`src/rtl/mul_arbiter_seq.sv`:
```
`default_nettype none
// ============================================================================
// Module   : mul_arbiter_seq
// Purpose  : Round-robin arbiter in front of one shift-add multiplier.
//            It returns a 2*WIDTH product tagged with the requester id.
//            Define MUL_SIGNED_EN to treat the operands as two's complement.
// Revision : 1.0 - initial release
// ============================================================================
module mul_arbiter_seq #(
   parameter int WIDTH = 16
) (
   input  logic               clk,
   input  logic               rst_n,
   input  logic               req0_valid,
   output logic               req0_ready,
   input  logic [WIDTH-1:0]   req0_a,
   input  logic [WIDTH-1:0]   req0_b,
   input  logic               req1_valid,
   output logic               req1_ready,
   input  logic [WIDTH-1:0]   req1_a,
   input  logic [WIDTH-1:0]   req1_b,
   output logic               res_valid,
   input  logic               res_ready,
   output logic               res_id,
   output logic [2*WIDTH-1:0] res_product,
   output logic               busy
);

   localparam int               c_cnt_w   = $clog2(WIDTH);
   localparam logic [c_cnt_w-1:0] c_cnt_last = c_cnt_w'(WIDTH - 1);
   localparam logic [c_cnt_w-1:0] c_cnt_one  = c_cnt_w'(1);

   typedef enum logic [1:0] {
      ST_IDLE = 2'd0,
      ST_CALC = 2'd1,
      ST_DONE = 2'd2
   } state_t;

   state_t               r_state;
   logic [2*WIDTH-1:0]   r_a;
   logic [WIDTH-1:0]     r_b;
   logic [2*WIDTH-1:0]   r_acc;
   logic [c_cnt_w-1:0]   r_cnt;
   logic                 r_id;
   logic                 r_last_grant;

   logic                 w_grant0;
   logic                 w_grant1;
   logic                 w_take0;
   logic                 w_take1;
   logic [WIDTH-1:0]     w_sel_a;
   logic [WIDTH-1:0]     w_sel_b;
   logic [WIDTH-1:0]     w_opnd_a;
   logic [WIDTH-1:0]     w_opnd_b;
   logic [2*WIDTH-1:0]   w_acc_next;
   logic [2*WIDTH-1:0]   w_result;

   // On a tie the requester that did not win last time is served.
   assign w_grant0   = req0_valid & (~req1_valid | r_last_grant);
   assign w_grant1   = req1_valid & (~req0_valid | ~r_last_grant);
   assign req0_ready = (r_state == ST_IDLE) & w_grant0;
   assign req1_ready = (r_state == ST_IDLE) & w_grant1;
   assign w_take0    = req0_valid & req0_ready;
   assign w_take1    = req1_valid & req1_ready;

   assign w_sel_a    = w_grant1 ? req1_a : req0_a;
   assign w_sel_b    = w_grant1 ? req1_b : req0_b;
   assign w_acc_next = r_b[0] ? (r_acc + r_a) : r_acc;

`ifdef MUL_SIGNED_EN
   logic r_sign;
   logic w_sign;

   // The most negative operand's magnitude still fits as an unsigned value.
   assign w_opnd_a = w_sel_a[WIDTH-1] ? ((~w_sel_a) + WIDTH'(1)) : w_sel_a;
   assign w_opnd_b = w_sel_b[WIDTH-1] ? ((~w_sel_b) + WIDTH'(1)) : w_sel_b;
   assign w_sign   = w_sel_a[WIDTH-1] ^ w_sel_b[WIDTH-1];
   assign w_result = r_sign ? ((~w_acc_next) + (2*WIDTH)'(1)) : w_acc_next;

   always_ff @(posedge clk or negedge rst_n) begin
      if (!rst_n) begin
         r_sign <= 1'b0;
      end else if ((r_state == ST_IDLE) && (w_take0 || w_take1)) begin
         r_sign <= w_sign;
      end
   end
`else
   assign w_opnd_a = w_sel_a;
   assign w_opnd_b = w_sel_b;
   assign w_result = w_acc_next;
`endif

   always_ff @(posedge clk or negedge rst_n) begin
      if (!rst_n) begin
         r_state      <= ST_IDLE;
         r_a          <= '0;
         r_b          <= '0;
         r_acc        <= '0;
         r_cnt        <= '0;
         r_id         <= 1'b0;
         r_last_grant <= 1'b1;
         res_valid    <= 1'b0;
         res_id       <= 1'b0;
         res_product  <= '0;
         busy         <= 1'b0;
      end else begin
         case (r_state)
            ST_IDLE: begin
               if (w_take0 || w_take1) begin
                  r_a          <= {{WIDTH{1'b0}}, w_opnd_a};
                  r_b          <= w_opnd_b;
                  r_acc        <= '0;
                  r_cnt        <= '0;
                  r_id         <= w_take1;
                  r_last_grant <= w_take1;
                  busy         <= 1'b1;
                  r_state      <= ST_CALC;
               end
            end
            ST_CALC: begin
               r_acc <= w_acc_next;
               r_a   <= r_a << 1;
               r_b   <= r_b >> 1;
               r_cnt <= r_cnt + c_cnt_one;
               // Fixed WIDTH iterations so latency never depends on the data.
               if (r_cnt == c_cnt_last) begin
                  res_product <= w_result;
                  res_id      <= r_id;
                  res_valid   <= 1'b1;
                  r_state     <= ST_DONE;
               end
            end
            ST_DONE: begin
               if (res_ready) begin
                  res_valid <= 1'b0;
                  busy      <= 1'b0;
                  r_state   <= ST_IDLE;
               end
            end
            default: begin
               r_state <= ST_IDLE;
            end
         endcase
      end
   end

endmodule
`default_nettype wire

```
`config.mk`:
```
export PLATFORM = sky130hd
export DESIGN_NAME = mul_arbiter_seq
export DESIGN_NICKNAME = d
export VERILOG_FILES = /design/src/rtl/mul_arbiter_seq.sv
export SDC_FILE = /design/constraint.sdc
export NUM_CORES = 1
export LEC_CHECK = 0
export CORE_UTILIZATION = 27
export CTS_CLUSTER_SIZE = 10
export DETAILED_ROUTE_END_ITERATION = 8
export HOLD_SLACK_MARGIN = 0.05
export PLACE_DENSITY = 0.49
export SLEW_MARGIN = 20
export SYNTH_ARGS = -nofsm -noshare
export SYNTH_HDL_FRONTEND = slang
export SYNTH_SLANG_ARGS = --single-unit
```
`constraint.sdc`:
```
create_clock -name clk -period 3.1 [get_ports clk]
set_clock_uncertainty 0.2 [all_clocks]
set_input_delay 0.465 -clock clk [delete_from_list [all_inputs] [get_ports clk]]
set_output_delay 0.465 -clock clk [all_outputs]
set_load 0.03 [all_outputs]
```
Word-level counts from Yosys, hierarchy flattened:

Cells that the tools add are included.

* $add $sub $neg: 2
* equal/unequal tests: 6
* mux-type cells: 20
* bitwise operators: 11
* reductions and logical operators: 11

Operators with widths (count)
* one-hot mux 32 bit (2 select lines): 2
* 2-to-1 mux 32 bit: 3
* 2-to-1 mux 16 bit: 3
* adder 32 bit: 1
* one-hot mux 16 bit (2 select lines): 1
* AND reduction 3 bit: 3
* one-hot mux 4 bit (2 select lines): 1
* bitwise AND 1 bit: 6
* 2-to-1 mux 2 bit: 3
* one-hot mux 2 bit (3 select lines): 1
* AND reduction 2 bit: 3
* nonzero test 2 bit: 3
* adder 4 x 1 -> 4 bit (second input constant): 1
* == test 4 bit (second input constant): 1
* 2-to-1 mux 4 bit: 1
* inequality test 2 bit (second input constant): 2
* one-hot mux 1 bit (2 select lines): 2
* 2-to-1 mux 1 bit: 3
* NOT 1 bit: 3
* == test 2 x 1 -> 1 bit (second input constant): 1
* == test 2 bit (second input constant): 1
* zero test 2 bit: 1
* inequality test 2 x 1 -> 1 bit (second input constant): 1
* OR 1 bit: 2
* logical OR 1 bit: 1

* flip-flop bits (word level): 123
* input port bits: 69
* output and inout bits: 37
* logic and storage cells: 61

Logic depth before layout (Yosys ltp):

* depth after elaboration: 8
* depth in mapped cells: 11
* gate-level depth less buffers: 11

Least setup slack after synthesis:

Ideal clock, no wire load.

* path type: reg-to-reg
* start point: reg r_a[0]
* end point: reg res_product[28]
* setup time: 0.147 ns
* arrival time: 2.848 ns
* data required time: 2.753 ns
* setup slack: -0.094 ns
* stages on the path, launching flop included: 12
* path buffers: 0
* clock period less this slack: 3.194 ns
* cells stage by stage: dfrtp_1 > ha_1 > fa_1 > a21o_1 > a221oi_4 > o21bai_2 > a21oi_2 > a21oi_2 > a221o_2 > a311oi_2 > xor2_1 > a41oi_1

* word-level cells in the longest chain between the ends: 2

RTL lines
* start, declared: line 40 `logic [2*WIDTH-1:0] r_a;`
* start signal, assigned: line 110 `r_a <= {{WIDTH{1'b0}}, w_opnd_a};`
* start signal, assigned: line 122 `r_a <= r_a << 1;`
* adder 32 bit: line 68 `assign w_acc_next = r_b[0] ? (r_acc + r_a) : r_acc;`
* 2-to-1 mux 32 bit: line 68
* end signal, assigned: line 127 `res_product <= w_result;`
* end, declared: line 25 `output logic [2*WIDTH-1:0] res_product,`

No other way between the ends.
A chain may end at the register's enable or synchronous reset.

Worst setup path after layout:

* start point: reg r_acc[0]
* end point: reg res_product[28]

* word-level cells in the longest chain between the ends: 2

RTL lines
* start, declared: line 42 `logic [2*WIDTH-1:0] r_acc;`
* start signal, assigned: line 121 `r_acc <= w_acc_next;`
* adder 32 bit: line 68
* 2-to-1 mux 32 bit: line 68

No other way between the ends.

==> impl_metrics.py <==
metrics = {
    "outcome": {
        "status": "finished with violations",
        "violations": "setup timing",
    },
    "synthesis": {
        "yosysSeqAreaShare_pct": 43.1,
        "synth.top_cell.area_share_pct": 42.8,
        "synthMuxAreaShare_pct": 3.93,
        "syn_area_um2": 7140,
        "synth_top_family_by_area": "compound AO/OA/AOI/OAI gates",
        "synth_nets": 927,
        "synthCells": 825,
        "synth-simple-area-share_pct": 15.5,
        "yosysTopAreaCell": "dfrtp_1",
        "yosysWarnings": 0,
        "synth-edff-count": 0,
        "synth_fa_ha_area_share_pct": 5.89,
        "synth_area_leaders": "dfrtp_1, nand2_1, o21ai_0, a21oi_1, ha_1",
        "syn_avg_cell_area_um2": 8.65,
        "postSynth.asyncResetShare_pct": 100,
        "synth-compound-area-share_pct": 24.3,
        "synth_xor_area_share_pct": 3.68,
        "synth-seq-cells": 123,
        "ys_types": 58,
        "synth_flop_cell": "dfrtp_1",
    },
    "clocking": {
        "cts_buffers": 17,
        "path_clk_slew_ns": 0.06,
        "cts-root-buf": "clkbuf_16",
        "clock_path_buffers": 2,
        "cts_num_sinks": 123,
        "cts_htree_levels": 4,
        "clk_latency_ns": 0.42,
        "cts_tree": "yes",
    },
    "route": {
        "wl_um": 20500,
        "wl_per_cell_um": 15.8,
        "dr.pass1.iters": 5,
        "drc": 0,
        "vias_per_cell": 4.85,
        "drtIter0Drc": 395,
        "ant_nets": 0,
        "num_vias": 6265,
    },
    "critical_path": {
        "regToRegSetupSlack_ns": -0.07,
        "path_max_fanout": 2,
        "worstReg2RegEnd": "res_product[28]",
        "worstSetupEndpointType": "register",
        "cp-start-kind": "register",
        "criticalPathCategory": "reg -> reg",
        "cp_data_required_time_ns": 3.18,
        "rr_startpoint": "r_acc[0]",
        "cp.arrival_ns": 3.25,
        "r2r_cells": 11,
    },
    "floorplanning": {
        "core_um2": 26000,
        "start_util_pct": 27.5,
        "ios": 106,
        "die_height_um": 165,
        "die_w_um": 165,
        "dieArea_um2": 27100,
        "num_rows": 59,
    },
    "min_path": {
        "whs_path_depth": 2,
        "hold_path_end": "res_product[11]",
        "hold_start": "res_product[11]",
        "hold_class": "reg -> reg",
    },
    "final_layout": {
        "syn_to_final_growth_pct": 33.0,
        "fin_cells": 1292,
        "layout-drive-gt1-share_pct": 11.6,
        "antenna_cells": 0,
        "fin_nets": 1046,
        "final_util_pct": 36.5,
    },
    "job": {
        "maxCapViolCount": 0,
    },
    "power": {
        "fin_total_pwr_mw": 9.92,
        "cellLeakagePower_nw": 4.28,
        "p_per_area_nw_per_um2": 1040,
        "vdd_ir_drop_max_mv": 0.418,
    },
    "grt": {
        "grt_use_total_pct": 16.0,
        "grt_pass1_wl_um": 33500,
        "grt_overflow": 0,
        "antenna_found_initial": 0,
        "grt_pass1_vias": 6234,
        "grt_max_degree": 56,
    },
    "sta": {
        "final.period_utilization_pct": 102,
        "worst_slack_ns": -0.0705,
        "hold_viol_final": 0,
        "worst_pin_slew_ns": 0.652,
        "setup_viol": 3,
        "slew_violations": 0,
        "finalCriticalPeriod_ns": 3.17,
        "rsz0062_at_grt": "yes",
        "fmax_ghz": 0.315,
        "maxSlewHeadroom_pct": 56.5,
    },
    "place": {
        "dpl.hpwl_um": 15000,
        "place.port_buffers": 105,
        "numPlacedInstances": 1256,
        "place_congestion": 0.879,
    },
}
## repair_timing
action                                 in CTS  in global routing
buffers inserted                            1                  2
resized for setup                           4                 22
hold buffers                                1                  0
pin swaps                                   7                  8
setup endpoints to repair                   5                 11
endpoints found under the hold margin      30                  0
## critical path, stage by stage, from the launching register on
cell and delay, ns:
dfrtp_1 0.39, ha_2 0.19, fa_2 0.34, a21o_1 0.22
a221oi_4 0.29, o21bai_2 0.10, a21oi_2 0.19, a21oi_2 0.08
a221o_2 0.38, a311oi_2 0.25, xor2_1 0.26, a41oi_1 0.14
## cells in the mapped netlist, types with 3 or more instances
library cell  number
and3_1             4
or2_2              3
ha_1              32
nand4_1            9
a31oi_1            7
xnor2_1           17
o211ai_1           4
a21o_1            15
xor2_1            13
dfrtp_1          122
nand2_1          192
nand3_1           11
inv_1              8
nor2b_1            9
mux2i_1           28
a21oi_1           92
nor2_1            20
a22o_1            20
o21ai_0          100
a221o_1           10
o21bai_1           5
clkbuf_1          54
nand2b_1           4
## report_power, final
part / switching (mW) / internal, mW / leakage (nW) / total, mW
Combinational: 3.02 / 2.24 / 2.41 / 5.27
Clock: 0.710 / 1.10 / 0.259 / 1.81
Sequential: 0.572 / 2.26 / 1.61 / 2.84
Total: 4.31 / 5.61 / 4.28 / 9.92
## kinds of logic (layout without fill, tap and decap cells)
family | count (synthesis) | count (layout)
AOI/OAI and AO/OA | 281 | 281
muxes | 28 | 28
buffers and inverters | 67 | 199
adders and majority gates | 33 | 33
and+or+nand+nor | 263 | 263
DFF | 123 | 123
xor gates and xnor gates | 30 | 30
## stage by stage
stage / setup TNS (ns) / worst slack (ns) / area [um^2] / hold slack (ns)
after floorplan: 0 / 0.0312 / 7140 / -0.0306
after global placement: -0.0187 / -0.0187 / 8810 / 0.256
after detailed placement: -0.0734 / -0.0580 / 8810 / 0.265
after CTS: -0.146 / -0.0989 / 9360 / 0.280
after global routing: -0.969 / -0.180 / 9490 / 0.301
final: -0.115 / -0.0705 / 9490 / 0.275
## worst max-delay path by stage
| stage | start | to | cells past startpoint |
|---|---|---|---|
| after global placement | r_a[0] | res_product[28] | 11 |
| after global routing | r_a[0] | res_product[28] | 11 |
| final | r_acc[0] | res_product[28] | 11 |
| after detailed placement | r_a[0] | res_product[28] | 11 |
| after floorplan | r_a[0] | res_product[28] | 11 |
| after CTS | r_a[0] | res_product[28] | 11 |
## metal layers
| metal | track usage, % | part of all wire (%) | vias up |
|---|---|---|---|
| met1 | 22.3 | 49 | 2963 |
| met2 | 24.7 | 45 | 126 |
| met5 | 0 | 0 | - |
| met3 | 3.87 | 4.8 | 11 |
| met4 | 3.96 | 0.93 | 0 |
| li1 | - | - | 3165 |
## area by class of cell
| class | instances | area [um^2] |
|---|---|---|
| clock inverters | 3 | 15.0 |
| multi-input cells | 635 | 3950 |
| flip-flops and latches | 123 | 3080 |
| well taps | 335 | 419 |
| clock buffers | 29 | 510 |
| fillers | 2731 | 16500 |
| repair buffers | 159 | 1490 |
| inverters | 8 | 30.0 |
## flip-flops by register name (all words and copies together), names as in the netlist
register / cells
res_product: 32
res_id: 1
busy: 1
r_state: 2
res_valid: 1
r_last_grant: 1
r_cnt: 4
r_b: 16
r_a: 32
r_id: 1
r_acc: 32
## cells in the final DEF (no fill, tap or decap), types with 3 or more instances in the layout
cell type / count
nor2b_1: 8
dfrtp_1: 121
o211ai_1: 4
buf_4: 51
o21ai_1: 6
o21ai_0: 94
ha_1: 30
clkbuf_8: 4
a31oi_1: 7
xnor2_1: 16
nand3_1: 11
a21oi_2: 4
and3_1: 4
a22o_1: 20
mux2i_1: 28
clkbuf_16: 17
nor2_1: 19
nand2_1: 190
a21oi_1: 90
xor2_1: 11
nand4_1: 9
inv_1: 8
clkdlybuf4s50_1: 103
a21o_1: 15
clkinv_2: 3
nand2b_1: 4
a221o_1: 10
or2_2: 3
clkbuf_1: 8
o21bai_1: 4
Note: power is estimated with default switching activity, not from simulation.
